File: src/rtl/conv_seq_pkg.sv
// Shared types and constants for the convolution loop sequencer.
package conv_seq_pkg;

  localparam int unsigned DEF_CNT_W = 16;
  localparam int unsigned K         = 3;
  localparam int unsigned PAD       = 1;
  localparam int unsigned NTAP      = K * K;

  typedef enum logic [2:0] {
    IDLE    = 3'd0,
    LOAD_W  = 3'd1,
    LOAD_IN = 3'd2,
    RUN     = 3'd3,
    DONE    = 3'd4
  } seq_state_e;

endpackage

File: src/rtl/conv_tap_mask.sv
// Maps an output pixel position to the 3x3 tap-valid mask for a pad-1, stride-1 window.
module conv_tap_mask
  import conv_seq_pkg::*;
#(
  parameter int unsigned CNT_W = DEF_CNT_W
) (
  input  logic [CNT_W-1:0] w,
  input  logic [CNT_W-1:0] h,
  input  logic [CNT_W-1:0] cfg_w,
  input  logic [CNT_W-1:0] cfg_h,
  output logic [NTAP-1:0]  mask_c
);

  localparam int unsigned GW = CNT_W + 1;

  logic [K-1:0] row_ok;
  logic [K-1:0] col_ok;

  // Guard bit turns a coordinate of -1 into a huge unsigned value that fails the bound.
  for (genvar r = 0; r < K; r++) begin : g_row
    assign row_ok[r] = (({1'b0, h} + GW'(r)) - GW'(PAD)) < {1'b0, cfg_h};
    assign col_ok[r] = (({1'b0, w} + GW'(r)) - GW'(PAD)) < {1'b0, cfg_w};
  end

  for (genvar r = 0; r < K; r++) begin : g_mask_r
    for (genvar c = 0; c < K; c++) begin : g_mask_c
      assign mask_c[r*K + c] = row_ok[r] & col_ok[c];
    end
  end

endmodule

File: src/rtl/conv_loop_sequencer.sv
// Steps the oc -> ic -> h -> w loop nest of one 3x3 layer, handshaking weight and input loads.
module conv_loop_sequencer
  import conv_seq_pkg::*;
#(
  parameter int unsigned CNT_W = DEF_CNT_W
) (
  input  logic             clk,
  input  logic             rstn,
  input  logic             layer_start,
  input  logic [CNT_W-1:0] cfg_w,
  input  logic [CNT_W-1:0] cfg_h,
  input  logic [CNT_W-1:0] cfg_ic,
  input  logic [CNT_W-1:0] cfg_oc,
  input  logic             stall,
  output logic             weight_req,
  input  logic             weight_ack,
  output logic             input_loader_req,
  input  logic             input_ack,
  output logic             dataflow_en,
  output logic [NTAP-1:0]  conv_vld,
  output logic [CNT_W-1:0] w_idx,
  output logic [CNT_W-1:0] h_idx,
  output logic [CNT_W-1:0] ic_idx,
  output logic [CNT_W-1:0] oc_idx,
  output logic             layer_done,
  output logic             busy
);

  seq_state_e       state_q;
  seq_state_e       state_d;
  logic [CNT_W-1:0] cfg_w_q;
  logic [CNT_W-1:0] cfg_h_q;
  logic [CNT_W-1:0] cfg_ic_q;
  logic [CNT_W-1:0] cfg_oc_q;
  logic [NTAP-1:0]  tap_mask_c;
  logic             issue_c;
  logic             cfg_zero_c;
  logic             last_w_c;
  logic             last_h_c;
  logic             last_ic_c;
  logic             last_oc_c;

  assign issue_c    = (state_q == RUN) && !stall;
  assign cfg_zero_c = (cfg_w == '0) || (cfg_h == '0) || (cfg_ic == '0) || (cfg_oc == '0);
  assign last_w_c   = (w_idx  == cfg_w_q  - CNT_W'(1));
  assign last_h_c   = (h_idx  == cfg_h_q  - CNT_W'(1));
  assign last_ic_c  = (ic_idx == cfg_ic_q - CNT_W'(1));
  assign last_oc_c  = (oc_idx == cfg_oc_q - CNT_W'(1));

  conv_tap_mask #(
    .CNT_W (CNT_W)
  ) u_tap_mask (
    .w      (w_idx),
    .h      (h_idx),
    .cfg_w  (cfg_w_q),
    .cfg_h  (cfg_h_q),
    .mask_c (tap_mask_c)
  );

  always_ff @(posedge clk or negedge rstn) begin
    if (!rstn) begin
      state_q <= IDLE;
    end else begin
      state_q <= state_d;
    end
  end

  always_comb begin
    state_d = state_q;
    unique case (state_q)
      IDLE: begin
        if (layer_start) begin
          state_d = cfg_zero_c ? DONE : LOAD_W;
        end
      end
      LOAD_W: begin
        if (weight_ack) begin
          state_d = LOAD_IN;
        end
      end
      LOAD_IN: begin
        if (input_ack) begin
          state_d = RUN;
        end
      end
      RUN: begin
        if (!stall && last_w_c) begin
          if (!last_h_c) begin
            state_d = LOAD_IN;
          end else if (!(last_ic_c && last_oc_c)) begin
            state_d = LOAD_W;
          end else begin
            state_d = DONE;
          end
        end
      end
      DONE:    state_d = IDLE;
      default: state_d = IDLE;
    endcase
  end

  always_comb begin
    weight_req       = 1'b0;
    input_loader_req = 1'b0;
    dataflow_en      = 1'b0;
    conv_vld         = '0;
    layer_done       = 1'b0;
    busy             = (state_q != IDLE);
    unique case (state_q)
      LOAD_W:  weight_req       = 1'b1;
      LOAD_IN: input_loader_req = 1'b1;
      RUN: begin
        dataflow_en = !stall;
        conv_vld    = stall ? '0 : tap_mask_c;
      end
      DONE:    layer_done       = 1'b1;
      default: ;
    endcase
  end

  // Config latch and loop counters; indices move only on issued pixels.
  always_ff @(posedge clk or negedge rstn) begin
    if (!rstn) begin
      cfg_w_q  <= '0;
      cfg_h_q  <= '0;
      cfg_ic_q <= '0;
      cfg_oc_q <= '0;
      w_idx    <= '0;
      h_idx    <= '0;
      ic_idx   <= '0;
      oc_idx   <= '0;
    end else if ((state_q == IDLE) && layer_start) begin
      cfg_w_q  <= cfg_w;
      cfg_h_q  <= cfg_h;
      cfg_ic_q <= cfg_ic;
      cfg_oc_q <= cfg_oc;
      w_idx    <= '0;
      h_idx    <= '0;
      ic_idx   <= '0;
      oc_idx   <= '0;
    end else if (issue_c) begin
      if (!last_w_c) begin
        w_idx <= w_idx + CNT_W'(1);
      end else begin
        w_idx <= '0;
        if (!last_h_c) begin
          h_idx <= h_idx + CNT_W'(1);
        end else begin
          h_idx <= '0;
          if (!last_ic_c) begin
            ic_idx <= ic_idx + CNT_W'(1);
          end else if (!last_oc_c) begin
            ic_idx <= '0;
            oc_idx <= oc_idx + CNT_W'(1);
          end
        end
      end
    end
  end

endmodule

File: config.mk
export PLATFORM = sky130hd
export DESIGN_NAME = conv_loop_sequencer
export DESIGN_NICKNAME = d
export VERILOG_FILES = /design/src/rtl/conv_seq_pkg.sv /design/src/rtl/conv_tap_mask.sv /design/src/rtl/conv_loop_sequencer.sv
export SDC_FILE = /design/constraint.sdc
export NUM_CORES = 1
export LEC_CHECK = 0
export CAP_MARGIN = 5
export CELL_PAD_IN_SITES_DETAIL_PLACEMENT = 0
export CELL_PAD_IN_SITES_GLOBAL_PLACEMENT = 1
export CORE_ASPECT_RATIO = 1.25
export CORE_MARGIN = 2
export CORE_UTILIZATION = 40
export DETAILED_ROUTE_END_ITERATION = 12
export MAX_ROUTING_LAYER = met4
export PLACE_DENSITY = 0.86
export SLEW_MARGIN = 20
export SYNTH_ARGS = -nofsm -noshare
export SYNTH_HDL_FRONTEND = slang
export SYNTH_HIERARCHICAL = 1
export SYNTH_SLANG_ARGS = --single-unit
File: constraint.sdc
create_clock -name clk -period 4.92 [get_ports clk]
set_input_delay 0.738 -clock clk [delete_from_list [all_inputs] [get_ports clk]]
set_output_delay 0.738 -clock clk [all_outputs]
set_load 0.01 [all_outputs]
==> results.md, run 1 <==
- Status: finished, final reports clean
- CP arrival: 3.90 ns
- Pin count of the biggest net entering global routing: 101
- P per Cell Area: 510 mW/mm2
- # hold bufs at CTS: 0
- Delay-heaviest family, CP: simple AND/OR/NAND/NOR gates
- GP Congestion: 0.875
- Htree depth: 4
- Initial Utilization: 40.6%
- Skew final: 0.0101 ns
- Vias in the first global route: 10900
- CTS tree: yes
- Post-Synthesis Cells: 1489
- Mapped cell area: 0.0118 mm2
- Clk root buf: clkbuf_16
- RSZ-0062 raised after global routing: no
- F_max: 216 MHz
- Final core utilization: 49.4%
- Period Utilization, post-route: 94.3%
- Final hold vios: 0
- #FFs+latches synth: 131
- Overflow after GRT: 0
- Nets: 1773
- Final wirelength: 34300 um
- CTS sink cnt: 131
- Sequential element share of the synthesized area: 27.7%
- CP bufs+invs: 1
- Hold crit path type: input pin to async pin
- Cts bufs inserted: 17
- Clock-pin slew on the worst setup and hold paths: 0.06 ns
- Net Count, Synth: 1661
- Worst-path fanout max: 14
- Fin crit period: 4.64 ns
- DIE WIDTH: 158 um
- Die footprint: 0.0310 mm2
- DRC: 0
- Max Cap Viol: 0
- # fillers: 2794
- Crit-path slowest cell: or4_4
- Critical path class: flip-flop to primary output
- Avg Vias per Cell: 5.60
- Post-synth ARST share: 100%
- Share of cells above drive strength 1: 6.51%
- Distinct cell type count after synthesis: 78
- First-pass GRT wire length: 56100 um
- Port buffer count: 147
- Slowest stage delay, CP: 0.60 ns
- Slew @ Worst Pin: 0.977 ns
- Crit path launch type: flip-flop
- Slew Viols, Final: 0
- Area Growth Syn to Fin: 21.8%
- Via Count: 11300
- Remaining antenna violation count: 0
- Number of synthesized flops with an enable pin: 0
- Initial antenna violation count: 4
- Total GRT Usage: 23.2%
- YS warnings: 6
- Setup TNS Final: 0 ns
- Die height: 196 um
- FF-to-FF Start: cfg_h_q[0]
- Reg2Reg Depth: 11
- WL/cell: 17.0 um
- Deepest clock path buffer count: 2
- Leak: 6.41 nW
- Max VDD drop: 0.256 mV
- Critical Path RT: 4.18 ns
- Headroom to the max-slew limit: 34.9%
- Avg Synthesized Cell Area: 7.95 um2
- Detailed router's first-iteration violation count: 690
- Worst-Skew Late Latency: 0.44 ns
- 1st-pass router iterations: 6
- Main synth FF type: dfrtp_1
- Final setup vio count: 0
- Reg-to-Reg End: ic_idx[11]
- Reg2Reg Setup Slack: 0.84 ns
- Worst hold margin: 0.410 ns
- Crit end category: primary output
- Number of I/O pins: 148
- Row count: 70
- Post-DP HPWL: 25900 um
- Power Total: 0.00735 W
- Worst path cell trace: or4_4 > or3_4 > nor2_1 > xnor2_1 > ha_1 > a21o_1 > a21oi_1 > o41ai_4 > nor2_1 > and2_1 > and2_1 > clkdlybuf4s50_1
- Core ar.: 0.0292 mm2
[worst max path at each step]
stage | depth (start not counted) | start | to | slack (ns)
after floorplan | 14 | w_idx[2] | conv_vld[3] | 0.97
after global placement | 13 | w_idx[4] | conv_vld[6] | 0.56
after detailed placement | 13 | w_idx[4] | conv_vld[0] | 0.41
after CTS | 13 | w_idx[4] | conv_vld[0] | 0.009
after global routing | 14 | h_idx[0] | conv_vld[7] | 0.02
final | 12 | h_idx[9] | conv_vld[2] | 0.28
[Yosys cell counts, types with 6 or more instances]
library cell    n  area [um2]
nor2_1         88         330
clkbuf_1       60         225
mux2i_1         7        70.1
or4_1          16         120
nand4_1        37         231
buf_2          12        60.1
nand2_1       244         916
and4_1          8        70.1
a221oi_1        6        52.6
and2_1         27         169
nand3b_1        7        52.6
a31oi_1        10        62.6
o21ai_0        85         425
or3_1          14        87.6
xor2_1         56         490
dfrtp_1       131        3280
xnor2_1        82         718
nor4_1         34         213
and3_1         33         206
nand2b_1       27         169
inv_1          68         255
nor2b_1        14        87.6
a211oi_1       11        82.6
ha_1          102        1280
a21o_1         23         173
nor3b_1        11        82.6
nor3_1         41         205
a21oi_1        56         280
nand3_1        54         270
o31ai_1        20         150
o211ai_1        9        67.6
[where the power goes]
group	leakage (nW)	internal [W]	total [W]	switching, W
clock network	0.310	0.000903	0.00144	0.000532
logic	4.39	0.00179	0.00391	0.00212
registers	1.72	0.00139	0.00200	0.000614
[metal layers]
| metal | global-route usage (%) | up-vias | part of all wire (%) |
|---|---|---|---|
| li1 | - | 5532 | - |
| met1 | 28.7 | 5454 | 43 |
| met2 | 39.3 | 256 | 51 |
| met3 | 3.36 | 42 | 3.8 |
| met4 | 6.60 | 0 | 1.8 |
| met5 | - | - | 0 |
[sequential cells by signal (all words and copies together) (netlist names)]
name / cells
cfg_h_q: 16
cfg_w_q: 16
w_idx: 16
ic_idx: 16
cfg_oc_q: 16
state_q: 3
oc_idx: 16
h_idx: 16
cfg_ic_q: 16
[metrics by stage]
stage                     cells  instance area (um2)  setup slack [ns]
final                      2014                14400             0.282
after global routing       2014                14400            0.0197
after CTS                  2009                14300           0.00906
after detailed placement   1977                13700             0.407
after global placement     1977                13700             0.558
after floorplan            1489                11800             0.965
[cells by family (layout without fill, tap and decap cells)]
family | after synthesis | count (layout) | share of synthesized area (%)
other | 0 | 4 | 0
buffers and inverters | 145 | 270 | 4.80
adders and majority gates | 102 | 102 | 10.8
and+or+nand+nor | 688 | 688 | 30.0
muxes | 9 | 9 | 0.782
xor gates and xnor gates | 140 | 140 | 10.6
AOI/OAI and AO/OA | 274 | 274 | 15.3
DFF | 131 | 131 | 27.7
[worst reg2reg max path, delay by kind of cell, from the launching register on]
kind | cells | cell delay (ns)
buffers and inverters | 1 | 0.12
AO/OA/AOI/OAI | 6 | 1.65
AND/OR/NAND/NOR | 3 | 1.55
adder cells (fa/ha/maj) | 1 | 0.20
flip-flops | 1 | 0.49
[cell usage in the layout (no fill, tap or decap), types with 55 or more instances in the layout]
| cell | netlist | final |
|---|---|---|
| a21oi_1 | 56 | 55 |
| ha_1 | 102 | 102 |
| inv_1 | 68 | 68 |
| nor2_1 | 88 | 88 |
| xnor2_1 | 82 | 82 |
| o21ai_0 | 85 | 85 |
| xor2_1 | 56 | 56 |
| dfrtp_1 | 131 | 128 |
| nand2_1 | 244 | 242 |
| clkdlybuf4s50_1 | 0 | 143 |
[what timing repair did]
item,in CTS,in global routing
setup endpoints to repair,3,7
gates resized for setup,1,17
pin swaps,0,1
setup buffers,0,1
[final cells by class]
cell class | instances | area, um2 | share of cell area [%]
tap | 396 | 495 | 3.44
timing repair buffer | 170 | 1650 | 11.5
inverter | 68 | 255 | 1.77
sequential | 131 | 3280 | 22.8
antenna | 4 | 10.0 | 0.0694
clock inverter | 15 | 230 | 1.60
clock buffer | 17 | 425 | 2.95
multi-input combinational | 1213 | 8060 | 55.9
Power figures use the tool's default switching activity.
==> run 2, diff against run 1 <==
--- a/config.mk
+++ b/config.mk
@@ -11,6 +11,7 @@
 export CORE_ASPECT_RATIO = 1.25
 export CORE_MARGIN = 2
 export CORE_UTILIZATION = 40
+export CTS_BUF_LIST = sky130_fd_sc_hd__clkbuf_8
 export DETAILED_ROUTE_END_ITERATION = 12
 export MAX_ROUTING_LAYER = met4
 export PLACE_DENSITY = 0.86
==> results.md, run 2 (synthesized netlist as in run 1, its figures left out) <==
- Status: finished, final reports clean
- P per Cell Area: 492 mW/mm2 (-3.4%)
- # hold bufs at CTS: 0 (unchanged)
- Max Cap Viol: 0 (unchanged)
- First-pass GRT wire length: 56000 um (-0.23%)
- DRC: 0 (unchanged)
- Fin crit period: 4.62 ns (-0.0176 ns)
- Share of cells above drive strength 1: 6.92% (+0.42 points)
- DIE WIDTH: 158 um (unchanged)
- Die height: 196 um (unchanged)
- WL/cell: 17.0 um (-0.26%)
- 1st-pass router iterations: 5 (-1)
- RSZ-0062 raised after global routing: no
- Reg2Reg Setup Slack: 0.85 ns (about the same)
- Via Count: 11300 (-0.19%)
- Worst-path fanout max: 13 (-1)
- Overflow after GRT: 0 (unchanged)
- Initial Utilization: 40.6% (unchanged)
- Remaining antenna violation count: 0 (unchanged)
- Power Total: 0.00702 W (-4.4%)
- Avg Vias per Cell: 5.58 (-0.39%)
- CP arrival: 3.88 ns (-0.02 ns)
- Post-DP HPWL: 25900 um (unchanged)
- Final setup vio count: 0 (unchanged)
- Met3 Use GR: 3.23% (-0.13 points)
- Period Utilization, post-route: 93.9% (-0.36 points)
- Most frequent cells in the layout: nand2_1 (242), clkdlybuf4s50_1 (143), dfrtp_1 (125)
- Reg2Reg Depth: 11 (unchanged)
- Final Non-Filler Cells: 2018 (+0.20%)
- FF-to-FF Start: cfg_h_q[0]
- Area Growth Syn to Fin: 20.5%
- Die footprint: 0.0310 mm2 (unchanged)
- Pin count of the biggest net entering global routing: 101 (unchanged)
- Clk root buf: clkbuf_8
- Skew final: 0.0143 ns (+0.00420 ns)
- Leak: 6.35 nW (-1.0%)
- Row count: 70 (unchanged)
- Slew Viols, Final: 0 (unchanged)
- Grt met1 use: 28.5% (-0.16 points)
- F_max: 216 MHz (+0.38%)
- Placed cell area: 0.0137 mm2 (unchanged)
- Port buffer count: 147 (unchanged)
- Reg-to-Reg End: ic_idx[11]
- Htree depth: 4 (unchanged)
- Cts bufs inserted: 17 (unchanged)
- CTS tree: yes
- Total GRT Usage: 23.1% (-0.11 points)
- Slew @ Worst Pin: 0.987 ns (+0.0102 ns)
- Critical path class: flip-flop to primary output
- Inst Count DP: 1977 (unchanged)
- GP Congestion: 0.875 (unchanged)
- Final core utilization: 48.9% (-0.51 points)
- Initial antenna violation count: 4 (unchanged)
- Hold crit path type: input pin to async pin
- Max VDD drop: 0.216 mV (-16%)
- Commonest non-fill, non-tap cell in the layout: nand2_1
- CTS sink cnt: 131 (unchanged)
- Critical Path RT: 4.18 ns (about the same)
- Crit end category: primary output
- Worst-Skew Late Latency: 0.46 ns (+0.02 ns)
- Nets: 1777 (+0.23%)
- Deepest clock path buffer count: 2 (unchanged)
- Final instance area: 0.0143 mm2 (-1.0%)
- Clock-pin slew on the worst setup and hold paths: 0.08 ns (+0.02 ns)
- Routing usage on met2: 39.3% (about the same)
- Headroom to the max-slew limit: 34.2% (-0.68 points)
- Gr busiest metal: met2
- Crit path launch type: flip-flop
- Vias in the first global route: 10800 (-0.29%)
- Number of I/O pins: 148 (unchanged)
- Final wirelength: 34300 um (about the same)
- Detailed router's first-iteration violation count: 728 (+5.5%)
- Worst Setup SP: h_idx[10]
- Core ar.: 0.0292 mm2 (unchanged)
- Setup TNS Final: 0 ns (unchanged)
- Final hold vios: 0 (unchanged)
-- run 2: cell count changes in the layout (fill, tap and decap cells not counted) --
cell and change:
clkbuf_16 -17, clkbuf_8 +17, buf_4 +4, dfrtp_1 -3, dfrtp_2 +3, nor4_2 -1, nor4_4 +1
-- run 2: worst max-delay path, cell delays in order, from the launching register on --
cell	delay [ns]
dfrtp_1	0.57
or4_4	0.56
or3_4	0.38
nor2_1	0.12
xnor2_1	0.13
ha_1	0.27
a21o_1	0.16
a21oi_1	0.22
o41ai_4	0.13
nor2_1	0.13
and2_1	0.12
and2_1	0.11
clkdlybuf4s50_1	0.52
-- run 2: layer usage --
layer	share of wire, %	vias up
met5	0	-
met4	1.8	0
met3	4.2	39
met2	51	262
met1	43	5424
li1	-	5537
-- run 2: what timing repair did --
action,in CTS,in global routing
resized for setup,5,17
endpoints found under the setup margin,4,7
pin swaps,0,0
setup buffers,0,5
-- run 2: cell type report --
cell class / instances / area [um2]
fill: 2817 / 14900
multi-input combinational: 1213 / 8070
sequential: 131 / 3290
timing repair buffer: 174 / 1680
tap: 396 / 495
inverter: 68 / 255
clock buffer: 17 / 234
clock inverter: 15 / 230
antenna: 4 / 10.0
-- run 2: power breakdown --
part           internal [W]  total [W]  switching (W)
clock              0.000608    0.00109       0.000483
sequential          0.00139    0.00199       0.000607
combinational       0.00181    0.00394        0.00213
-- run 2: metrics by stage --
stage / hold WS (ns) / setup slack (ns)
after floorplan: 0.442 / 0.965
after global placement: 0.479 / 0.558
after detailed placement: 0.485 / 0.407
after CTS: 0.418 / 0.00101
after global routing: 0.450 / 0.0234
final: 0.364 / 0.300
-- run 2: worst max-delay path by stage --
stage | slack, ns | cells past startpoint | end
6_report | 0.30 | 12 | conv_vld[2]
5_1_grt | 0.02 | 14 | conv_vld[7]
4_1_cts | 0.001 | 13 | conv_vld[0]
3_5_place_dp | 0.41 | 13 | conv_vld[0]
3_3_place_gp | 0.56 | 13 | conv_vld[6]
2_1_floorplan | 0.97 | 14 | conv_vld[3]
